`src/rtl/if_fetch_unit.sv`:
```
// if_fetch_unit: RV32I fetch stage owning the PC, driving the I-cache read port
// and buffering fetched words in a 2-entry queue; redirects squash in-flight reads.
module if_fetch_unit #(
    parameter logic [31:0] RESET_PC = 32'h00000060,
    parameter logic [31:0] NOP_INST = 32'h00000013
) (
    input  logic        clk,
    input  logic        rst,
    input  logic        advance,
    input  logic        redirect,
    input  logic [31:0] redirect_pc,
    output logic        inst_mem_read,
    output logic [31:0] inst_mem_address,
    input  logic [31:0] inst_mem_rdata,
    input  logic        inst_mem_resp,
    output logic        if_valid,
    output logic [31:0] if_pc,
    output logic [31:0] if_inst
);
    typedef enum logic [1:0] {IDLE, REQ, SQUASH} state_t;
    state_t state, state_next;
    logic [31:0] fetch_pc, squash_pc, hold_pc, target;
    logic [31:0] q_pc [2];
    logic [31:0] q_inst [2];
    logic head;
    logic [1:0] count, cnt_next;
    logic pop, push;

    assign target = redirect_pc & ~32'd3;
    assign if_valid = count != 2'd0;
    assign pop = advance && if_valid && !redirect;
    assign push = state == REQ && inst_mem_resp && !redirect;
    assign cnt_next = count + {1'b0, push} - {1'b0, pop};
    assign inst_mem_read = state != IDLE;
    // hold_pc keeps the wrong-path address stable until the squashed read completes
    assign inst_mem_address = state == SQUASH ? hold_pc : fetch_pc;
    assign if_pc = if_valid ? q_pc[head] : fetch_pc;
    assign if_inst = if_valid ? q_inst[head] : NOP_INST;

    always_comb begin
        state_next = state;
        case (state)
            IDLE:    state_next = (redirect || cnt_next < 2'd2) ? REQ : IDLE;
            REQ:     state_next = redirect ? (inst_mem_resp ? REQ : SQUASH)
                                           : (push && cnt_next == 2'd2) ? IDLE : REQ;
            default: state_next = inst_mem_resp ? REQ : SQUASH;
        endcase
    end

    always_ff @(posedge clk)
        state <= !rst ? IDLE : state_next;

    always_ff @(posedge clk) begin
        if (!rst) begin
            fetch_pc <= RESET_PC;
            squash_pc <= RESET_PC;
            hold_pc <= RESET_PC;
            count <= 2'd0;
            head <= 1'b0;
        end else begin
            if (redirect)
                fetch_pc <= target;
            else if (push)
                fetch_pc <= fetch_pc + 32'd4;
            else if (state == SQUASH && inst_mem_resp)
                fetch_pc <= squash_pc;
            if (redirect)
                squash_pc <= target;
            if (state != SQUASH)
                hold_pc <= fetch_pc;
            count <= redirect ? 2'd0 : cnt_next;
            head <= redirect ? 1'b0 : head ^ pop;
            // REQ never holds two entries, so the tail slot is free even on a same-cycle pop
            if (push) begin
                q_pc[head ^ count[0]] <= fetch_pc;
                q_inst[head ^ count[0]] <= inst_mem_rdata;
            end
        end
    end
endmodule

```
`config.mk`:
```
export PLATFORM = sky130hd
export DESIGN_NAME = if_fetch_unit
export DESIGN_NICKNAME = d
export VERILOG_FILES = /design/src/rtl/if_fetch_unit.sv
export SDC_FILE = /design/constraint.sdc
export NUM_CORES = 1
export LEC_CHECK = 0
export ABC_CLOCK_PERIOD_IN_PS = 4900
export BUFFER_PORTS_ARGS = -buffer_cell sky130_fd_sc_hd__buf_2
export CAP_MARGIN = 20
export CORE_MARGIN = 2
export CORE_UTILIZATION = 50
export CTS_BUF_LIST = sky130_fd_sc_hd__clkbuf_4 sky130_fd_sc_hd__clkbuf_8 sky130_fd_sc_hd__clkbuf_16
export DETAILED_ROUTE_END_ITERATION = 6
export PLACE_DENSITY_LB_ADDON = 0.12
export SLEW_MARGIN = 40
export SYNTH_ARGS = -nofsm -noshare
export SYNTH_HDL_FRONTEND = slang
export SYNTH_SLANG_ARGS = --single-unit
```
`constraint.sdc`:
```
create_clock -name clk -period 4.9 [get_ports clk]
set_input_delay 0.98 -clock clk [delete_from_list [all_inputs] [get_ports clk]]
set_output_delay 0.98 -clock clk [all_outputs]
set_load 0.02 [all_outputs]
```
# After elaboration in Yosys (flattened, before gate mapping)
# Memories as Yosys holds them, arrays and structs flattened. A register that Yosys moved wholly into a read port is not among the register bits.
# Cells that the tools add are included.
# totals
regBits,99
ramBits,128
wordCells,50
inputBits,69
output_inout_bits,98
n_memories,2
# mem_list
name,words,word_bits,read_ports,rd_ports_with_merged_regs,wr,line_no,text
q_inst,2,32,1,1,1,24,logic [31:0] q_inst [2];
q_pc,2,32,1,1,1,23,logic [31:0] q_pc [2];
# classes
add_sub_neg,3
n_eq_ne,4
n_bitwise,3
n_reduce_logical,14
mux,16
magnitude_cmp,1
# ops
cell,count
32-bit two-way mux,6
"32-bit by 3-bit adder with 32-bit output, second input constant",1
1-bit two-way mux,7
1-bit logical AND,6
2-bit nonzero test,3
"2-bit == test, second input constant",2
2-bit two-way mux,2
2-bit one-hot mux with 2 select lines,1
3-bit nonzero test,1
2-bit by 1-bit adder with 2-bit output,1
"2-bit by 1-bit == test with 1-bit output, second input constant",1
2-bit zero test,1
"2-bit < comparator, second input constant",1
"2-bit inequality test, second input constant",1
2-bit OR reduction,1
2-bit by 1-bit subtractor with 2-bit output,1
1-bit bitwise XOR,2
1-bit zero test,1
1-bit logical OR,1
1-bit inverter,1

# Longest topological paths before layout
# Gate-level depths: netlist (run 1).
# logic_depth
word_depth,10
ltp_mapped,10

# Worst setup path before layout (run 1)
# Ideal clock, no wire load.
# synth_path
kind,in2reg
from,input port redirect
to,memory q_inst[0][0] (enable)
t_arrival_ps,4331
setup_ps,486
slack_ps,83
path_stages,3
path_buffers,0
cell_sequence,nor4bb_1 -> nand2_1 -> nor2_1
# synth_via
elab_chain_len,5
# synth_lines
item,line_no,text
start: declaration,10,"input logic redirect,"
1-bit zero test,32,assign push = state == REQ && inst_mem_resp && !redirect;
1-bit logical AND,32,
1-bit two-way mux,74,if (push) begin
1-bit two-way mux,54,if (!rst) begin
1-bit two-way mux (not written as such),76,q_inst[head ^ count[0]] <= inst_mem_rdata;
end: declaration,24,
# Every way passes these cells.

# Worst setup path in the final report (run 1)
# layout_path
from,register state[0]
to,output port inst_mem_address[6]
# layout_via
elab_chain_len,2
# layout_lines
item,line_no,text
start: declaration,21,"state_t state, state_next;"
start signal: assignment,51,state <= !rst ? IDLE : state_next;
2-bit == test,36,assign inst_mem_address = state == SQUASH ? hold_pc : fetch_pc;
32-bit two-way mux,36,
end: declaration,13,"output logic [31:0] inst_mem_address,"
# Every way passes these cells.

==> qor.csv, run 1 <==
stage;metric;value;unit
clock_tree;CTS tree;yes;
grt;gr usage total;21.5;%
logic_synthesis;synth warn;0;
clock_tree;H-tree depth;1;
timing;RSZ-0062 raised after global routing;false;
floorplan;Die Wd;144;um
clock_tree;clock buffer depth;3;
logic_synthesis;sequential area share after synthesis;59.7;%
worst_setup_path;CP Capture Type;output pin;
hold_path;Hold Path Class;flip-flop to flip-flop;
timing;fmax;292;MHz
logic_synthesis;Top FF cell, synth;edfxtp_1;
worst_setup_path;Crit path required time;3.92;ns
detailed_routing;aggregate routed wire length;22.9;mm
finish;multi-input logic area;3680;sq um
timing;Fin. Hold Viols;0;
pwr;peak supply drop;0.000275;V
clock_tree;CTS Hold Bufs;0;
finish;area grow syn2layout;20.2;%
finish;fill count;1673;
worst_setup_path;critical path buffer and inverter count;2;
detailed_routing;TritonRoute pass-1 iters;5;
worst_setup_path;CP startpoint kind;flip-flop;
grt;first-pass GRT wire length;34.9;mm
grt;vias in the first global route;6475;
floorplan;Die Footprint;20600;sq um
clock_tree;CTS buffer count;24;
detailed_routing;Vias per Instance;5.42;
finish;Layout Nets;1135;
timing;setup_tns;0;ns
logic_synthesis;asr flop ratio synth;0;%
timing;fin crit share;69.8;%
finish;FF+latch area;5830;sq um
floorplan;Placement Rows;51;
worst_setup_path;Crit Path Max Fanout;28;
timing;Slew @ Worst Pin;0.766;ns
grt;total global routing overflow;0;
detailed_routing;1st-iter DRT viols;456;
run;MaxCap Viol Count;0;
worst_setup_path;max incr delay on CP;0.60;ns
finish;Final Non-Filler Cells;1347;
status;status;completed;
clock_tree;CTS sink count;227;
worst_setup_path;Crit path max-delay family;simple AND/OR/NAND/NOR gates;
worst_setup_path;slowest CP cell;nand2b_2;
worst_setup_path;worst path cell trace;nand2b_2 -> buf_4 -> nand2_1 -> nand2_1 -> buf_2;
finish;Ant. Diodes;0;
worst_setup_path;WS Path Type;flip-flop to output pin;
pwr;Pwr Total;0.00443;W
pwr;leakage;4.60;nW
timing;Final Skew;0.0160;ns
timing;Final Setup Violations;0;
logic_synthesis;EDFF count, synth;128;
timing;min setup slack post-route;1.48;ns
place;placer congestion estimate;0.843;
worst_setup_path;crit path DAT;2.44;ns
clock_tree;CTS resizes;0;
detailed_routing;Residual DRC;0;
worst_setup_path;Worst path most repeated cell;nand2_1;
worst_setup_path;Reg2Reg Setup Slack;2.29;ns
detailed_routing;Antenna Nets Post-Route;0;
logic_synthesis;#FFs+latches synth;227;
place;Post-Place Cells;1303;
floorplan;Starting Density;50.6;%
place;Port Buffer Count;164;
clock_tree;postcts setup bufs;0;
timing;final hold slack;0.457;ns
clock_tree;clk root buf;clkbuf_16;
finish;layout cells sized above 1;22.6;%
logic_synthesis;synthesized area;9750;sq um
logic_synthesis;Syn Area/Cell;10.6;sq um
floorplan;core area;19300;sq um
logic_synthesis;Cells after Synth;923;
pwr;Power per Cell Area;378;nW/um^2
timing;Slew HR;48.8;%
logic_synthesis;Synth cell types;57;
place;pre-CTS WS;1.80;ns
clock_tree;Clock Pin Slew Worst Setup and Hold Paths;0.06;ns
detailed_routing;DR WL/cell;17.0;um
timing;crit path time final;3.42;ns
logic_synthesis;Syn Nets;994;
detailed_routing;DR vias;7303;
place;hpwl dp;14.8;mm
timing;max-slew violation count;0;
grt;pin count of the biggest net entering global routing;65;
grt;initial antenna violation count;0;
floorplan;die height;144;um
floorplan;io pins;167;
clock_tree;clk_lat worst skew;0.52;ns
==> per-stage QoR <==
stage	cell area, sq um	util [%]
4_1_cts	11700	60.7
2_1_floorplan	9750	-
5_1_grt	11700	60.8
3_5_place_dp	10900	56.4
3_3_place_gp	10800	56.1
6_report	11700	60.8
==> path summary, 6_finish.rpt <==
path	start	end	cells after the start
setup / recovery	state[0]	inst_mem_address[6]	5
hold / removal	hold_pc[18]	hold_pc[18]	2
setup reg to reg	fetch_pc[3]	fetch_pc[26]	6
hold reg to reg	hold_pc[18]	hold_pc[18]	2
==> cell usage in the layout, fill, tap and decap left out, types with 8 or more instances in the layout <==
master / n
buf_2: 164
nand2_1: 157
edfxtp_1: 128
dfxtp_1: 98
mux2i_1: 95
o21ai_0: 78
nor2_1: 77
a21oi_1: 48
clkbuf_16: 24
nand3_1: 21
nor3_1: 16
buf_4: 14
nand4_1: 10
o22ai_1: 9
inv_1: 8
and2_1: 8
==> report_power, final <==
group / total, W / switching, W / internal [W]
combinational: 0.000404 / 0.000257 / 0.000147
sequential: 0.00214 / 0.0000686 / 0.00208
clock: 0.00188 / 0.000725 / 0.00115
total: 0.00443 / 0.00105 / 0.00338
==> flip-flops by register name, indices dropped and copies added (netlist names) <==
register and flops:
q_inst 64, state 2, squash_pc 30, head 1
fetch_pc 32, count 2, q_pc 64, hold_pc 32
==> logic make-up (layout without fill, tap and decap cells) <==
family                     Yosys count  count (layout)  share of synthesized area [%]
and+or+nand+nor                    326             326                           14.8
DFF                                227             227                           59.7
AOI/OAI and AO/OA                  187             187                           11.5
muxes                               95              95                           9.75
buffers and inverters               76             235                           2.99
xor gates and xnor gates            10              10                          0.898
adders and majority gates            2               2                          0.257
==> Yosys cell counts (9+ instances only) <==
cell | instances | area share (%)
a21oi_1 | 48 | 2.5
nand2_1 | 157 | 6.0
mux2i_1 | 95 | 9.8
nand3_1 | 21 | 1.1
clkbuf_1 | 56 | 2.2
o21ai_0 | 78 | 4.0
nor2_1 | 79 | 3.0
nor3_1 | 17 | 0.87
nand4_1 | 10 | 0.64
o22ai_1 | 9 | 0.58
edfxtp_1 | 128 | 39
dfxtp_1 | 99 | 20
==> per-layer routing <==
layer | up-vias | global-route usage, % | wire length (um)
li1 | 3617 | - | -
met1 | 3425 | 31.8 | 11100
met2 | 236 | 33.2 | 10100
met3 | 25 | 3.73 | 1400
met4 | 0 | 5.06 | 348
met5 | - | 0 | 0
==> worst reg2reg max path, cell delays in order (launching register included) <==
cell and delay [ns]:
dfxtp_1 0.57, ha_1 0.33, nand3_2 0.16, or4_4 0.62, or4_4 0.56, mux2i_1 0.16, o22ai_1 0.09
==> layout make-up <==
type	instances	share of cell area, %
Multi-Input combinational cell	620	31.4
Timing Repair Buffer	182	8.65
Sequential cell	227	49.7
Clock inverter	13	1.49
Clock buffer	31	5.57
Inverter	9	0.288
Tap cell	265	2.83
(Power assumes the default switching activity.)
==> run 2, diff against run 1 <==
- ABC_CLOCK_PERIOD_IN_PS: 4900 -> 3200
- clock period: 4.9 -> 3.2 ns (I/O delays scaled with it)
==> qor.csv, run 2 (synthesized netlist as in run 1, its figures left out) <==
stage;metric;value;unit;change
status;status;completed;;unchanged
worst_setup_path;Worst R2R Start;fetch_pc[8];;was fetch_pc[3]
place;DP Area;10900;sq um;about the same
place;Port Buffer Count;164;;unchanged
timing;RSZ-0062 raised after global routing;false;;unchanged
worst_setup_path;Worst Reg2Reg Path Length in Cells;5;;was 6
clock_tree;postcts setup bufs;0;;unchanged
worst_setup_path;crit path from;count[1];;was state[0]
pwr;Power per Cell Area;578;nW/um^2;was 378 nW/um^2
clock_tree;CTS Hold Bufs;0;;unchanged
floorplan;Die Wd;144;um;unchanged
clock_tree;CTS sink count;227;;unchanged
detailed_routing;1st-iter DRT viols;543;;was 456
grt;pin count of the biggest net entering global routing;65;;unchanged
pwr;leakage;4.67;nW;was 4.60 nW
detailed_routing;Vias per Instance;5.44;;was 5.42
worst_setup_path;WS Path Type;flip-flop to output pin;;unchanged
detailed_routing;DR vias;7385;;was 7303
floorplan;die height;144;um;unchanged
finish;Layout Nets;1145;;was 1135
worst_setup_path;CP startpoint kind;flip-flop;;unchanged
clock_tree;Clock Pin Slew Worst Setup and Hold Paths;0.06;ns;about the same
clock_tree;clk_lat worst skew;0.52;ns;about the same
grt;total global routing overflow;0;;unchanged
detailed_routing;Antenna Nets Post-Route;0;;unchanged
run;MaxCap Viol Count;0;;unchanged
clock_tree;H-tree depth;1;;unchanged
clock_tree;clock buffer depth;3;;unchanged
clock_tree;clk root buf;clkbuf_16;;unchanged
worst_setup_path;crit path DAT;2.12;ns;was 2.44 ns
floorplan;Die Footprint;20600;sq um;unchanged
finish;area grow syn2layout;21.0;%;was 20.2%
timing;setup_tns;0;ns;unchanged
clock_tree;CTS buffer count;25;;was 24
floorplan;io pins;167;;unchanged
timing;Final Skew;0.0141;ns;was 0.0160 ns
floorplan;core area;19300;sq um;unchanged
grt;first-pass GRT wire length;35.6;mm;was 34.9 mm
place;placer congestion estimate;0.874;;was 0.843
worst_setup_path;Crit Path Max Fanout;36;;was 28
finish;layout cells sized above 1;23.2;%;was 22.6%
detailed_routing;TritonRoute pass-1 iters;5;;unchanged
timing;Final Setup Violations;0;;unchanged
timing;fmax;363;MHz;
hold_path;Hold Path Class;input port to flip-flop;;was flip-flop to flip-flop
clock_tree;CTS resizes;0;;unchanged
finish;Ant. Diodes;0;;unchanged
grt;gr usage total;21.8;%;was 21.5%
timing;crit path time final;2.76;ns;
grt;initial antenna violation count;0;;unchanged
finish;commonest non-fill, non-tap cell in the layout;buf_2;;unchanged
worst_setup_path;CP Capture Point;if_pc[6];;was inst_mem_address[6]
pwr;peak supply drop;0.000510;V;was 0.000275 V
pwr;Pwr Total;0.00682;W;was 0.00443 W
finish;multi-input logic area;3660;sq um;was 3680 sq um
worst_setup_path;FF-to-FF End;fetch_pc[26];;unchanged
finish;Final Util;61.2;%;was 60.8%
finish;highest-count cells in the layout ignoring fill and taps;buf_2 (164), nand2_1 (157), edfxtp_1 (128);;unchanged
detailed_routing;Residual DRC;0;;unchanged
timing;Slew HR;49.5;%;was 48.8%
floorplan;Placement Rows;51;;unchanged
place;hpwl dp;15.1;mm;was 14.8 mm
worst_setup_path;CP Capture Type;output pin;;unchanged
detailed_routing;DR WL/cell;17.0;um;about the same
timing;fin crit share;86.2;%;
finish;fill count;1690;;was 1673
timing;max-slew violation count;0;;unchanged
worst_setup_path;Crit path required time;2.56;ns;was 3.92 ns
detailed_routing;aggregate routed wire length;23.0;mm;was 22.9 mm
timing;Fin. Hold Viols;0;;unchanged
clock_tree;CTS tree;yes;;unchanged
grt;vias in the first global route;6753;;was 6475
finish;FF+latch area;5830;sq um;unchanged
timing;final hold slack;0.314;ns;was 0.457 ns
timing;Slew @ Worst Pin;0.750;ns;was 0.766 ns
worst_setup_path;Reg2Reg Setup Slack;0.92;ns;was 2.29 ns
floorplan;Starting Density;50.6;%;unchanged
finish;Post-Layout Inst Area;11800;sq um;was 11700 sq um
[run 2: cell count changes in the layout (fill, tap and decap cells not counted), moves of 2 or more]
cell       previous run  this run
buf_12                3         6
buf_4                14        21
bufinv_16             4         2
clkbuf_16            24        26
clkbuf_4              7        11
clkbuf_8              0         2
clkinv_1              3         0
clkinv_2              4         2
[run 2: layer usage]
| layer | wire (um) | global-route usage (%) | vias to the layer above |
|---|---|---|---|
| met2 | 10300 | 34.0 | 224 |
| met5 | 0 | 0 | - |
| met3 | 1370 | 3.30 | 35 |
| li1 | - | - | 3637 |
| met1 | 10900 | 32.2 | 3489 |
| met4 | 405 | 5.31 | 0 |
[run 2: final cells by class]
class | count | share of cell area (%)
clock buffer | 39 | 6.45
clock inverter | 6 | 0.763
inverter | 9 | 0.286
multi-input combinational | 620 | 31.0
sequential | 227 | 49.4
tap | 265 | 2.81
timing repair buffer | 191 | 9.31
[run 2: worst max-delay path, stage by stage (launching register included)]
cell and delay (ns):
dfxtp_1 0.36, nor2_4 0.54, buf_12 0.27, nand2_1 0.07, o21ai_0 0.14, buf_2 0.22
[run 2: stage by stage]
step / worst slack (ns) / instances
3_5_place_dp: 0.577 / 1312
3_3_place_gp: 0.602 / 1312
4_1_cts: 0.394 / 1357
6_report: 0.442 / 1357
2_1_floorplan: 0.477 / 923
5_1_grt: 0.263 / 1357
[run 2: worst min-delay path by stage]
stage | start | end | slack [ns] | cells past startpoint
final | inst_mem_rdata[18] | q_inst[1][18] | 0.31 | 1
after global routing | inst_mem_rdata[31] | q_inst[1][31] | 0.30 | 1
after CTS | inst_mem_rdata[18] | q_inst[1][18] | 0.30 | 1
after detailed placement | hold_pc[10] | hold_pc[10] | 0.45 | 2
after global placement | hold_pc[6] | hold_pc[6] | 0.44 | 2
after floorplan | fetch_pc[10] | q_pc[0][10] | 0.42 | 0
[run 2: where the power goes]
group          switching (W)  internal (W)  total [W]  leakage [nW]
registers          0.0000962       0.00318    0.00327          1.97
clock network        0.00110       0.00180    0.00291         0.432
logic               0.000405      0.000234   0.000639          2.27
total                0.00161       0.00521    0.00682          4.67
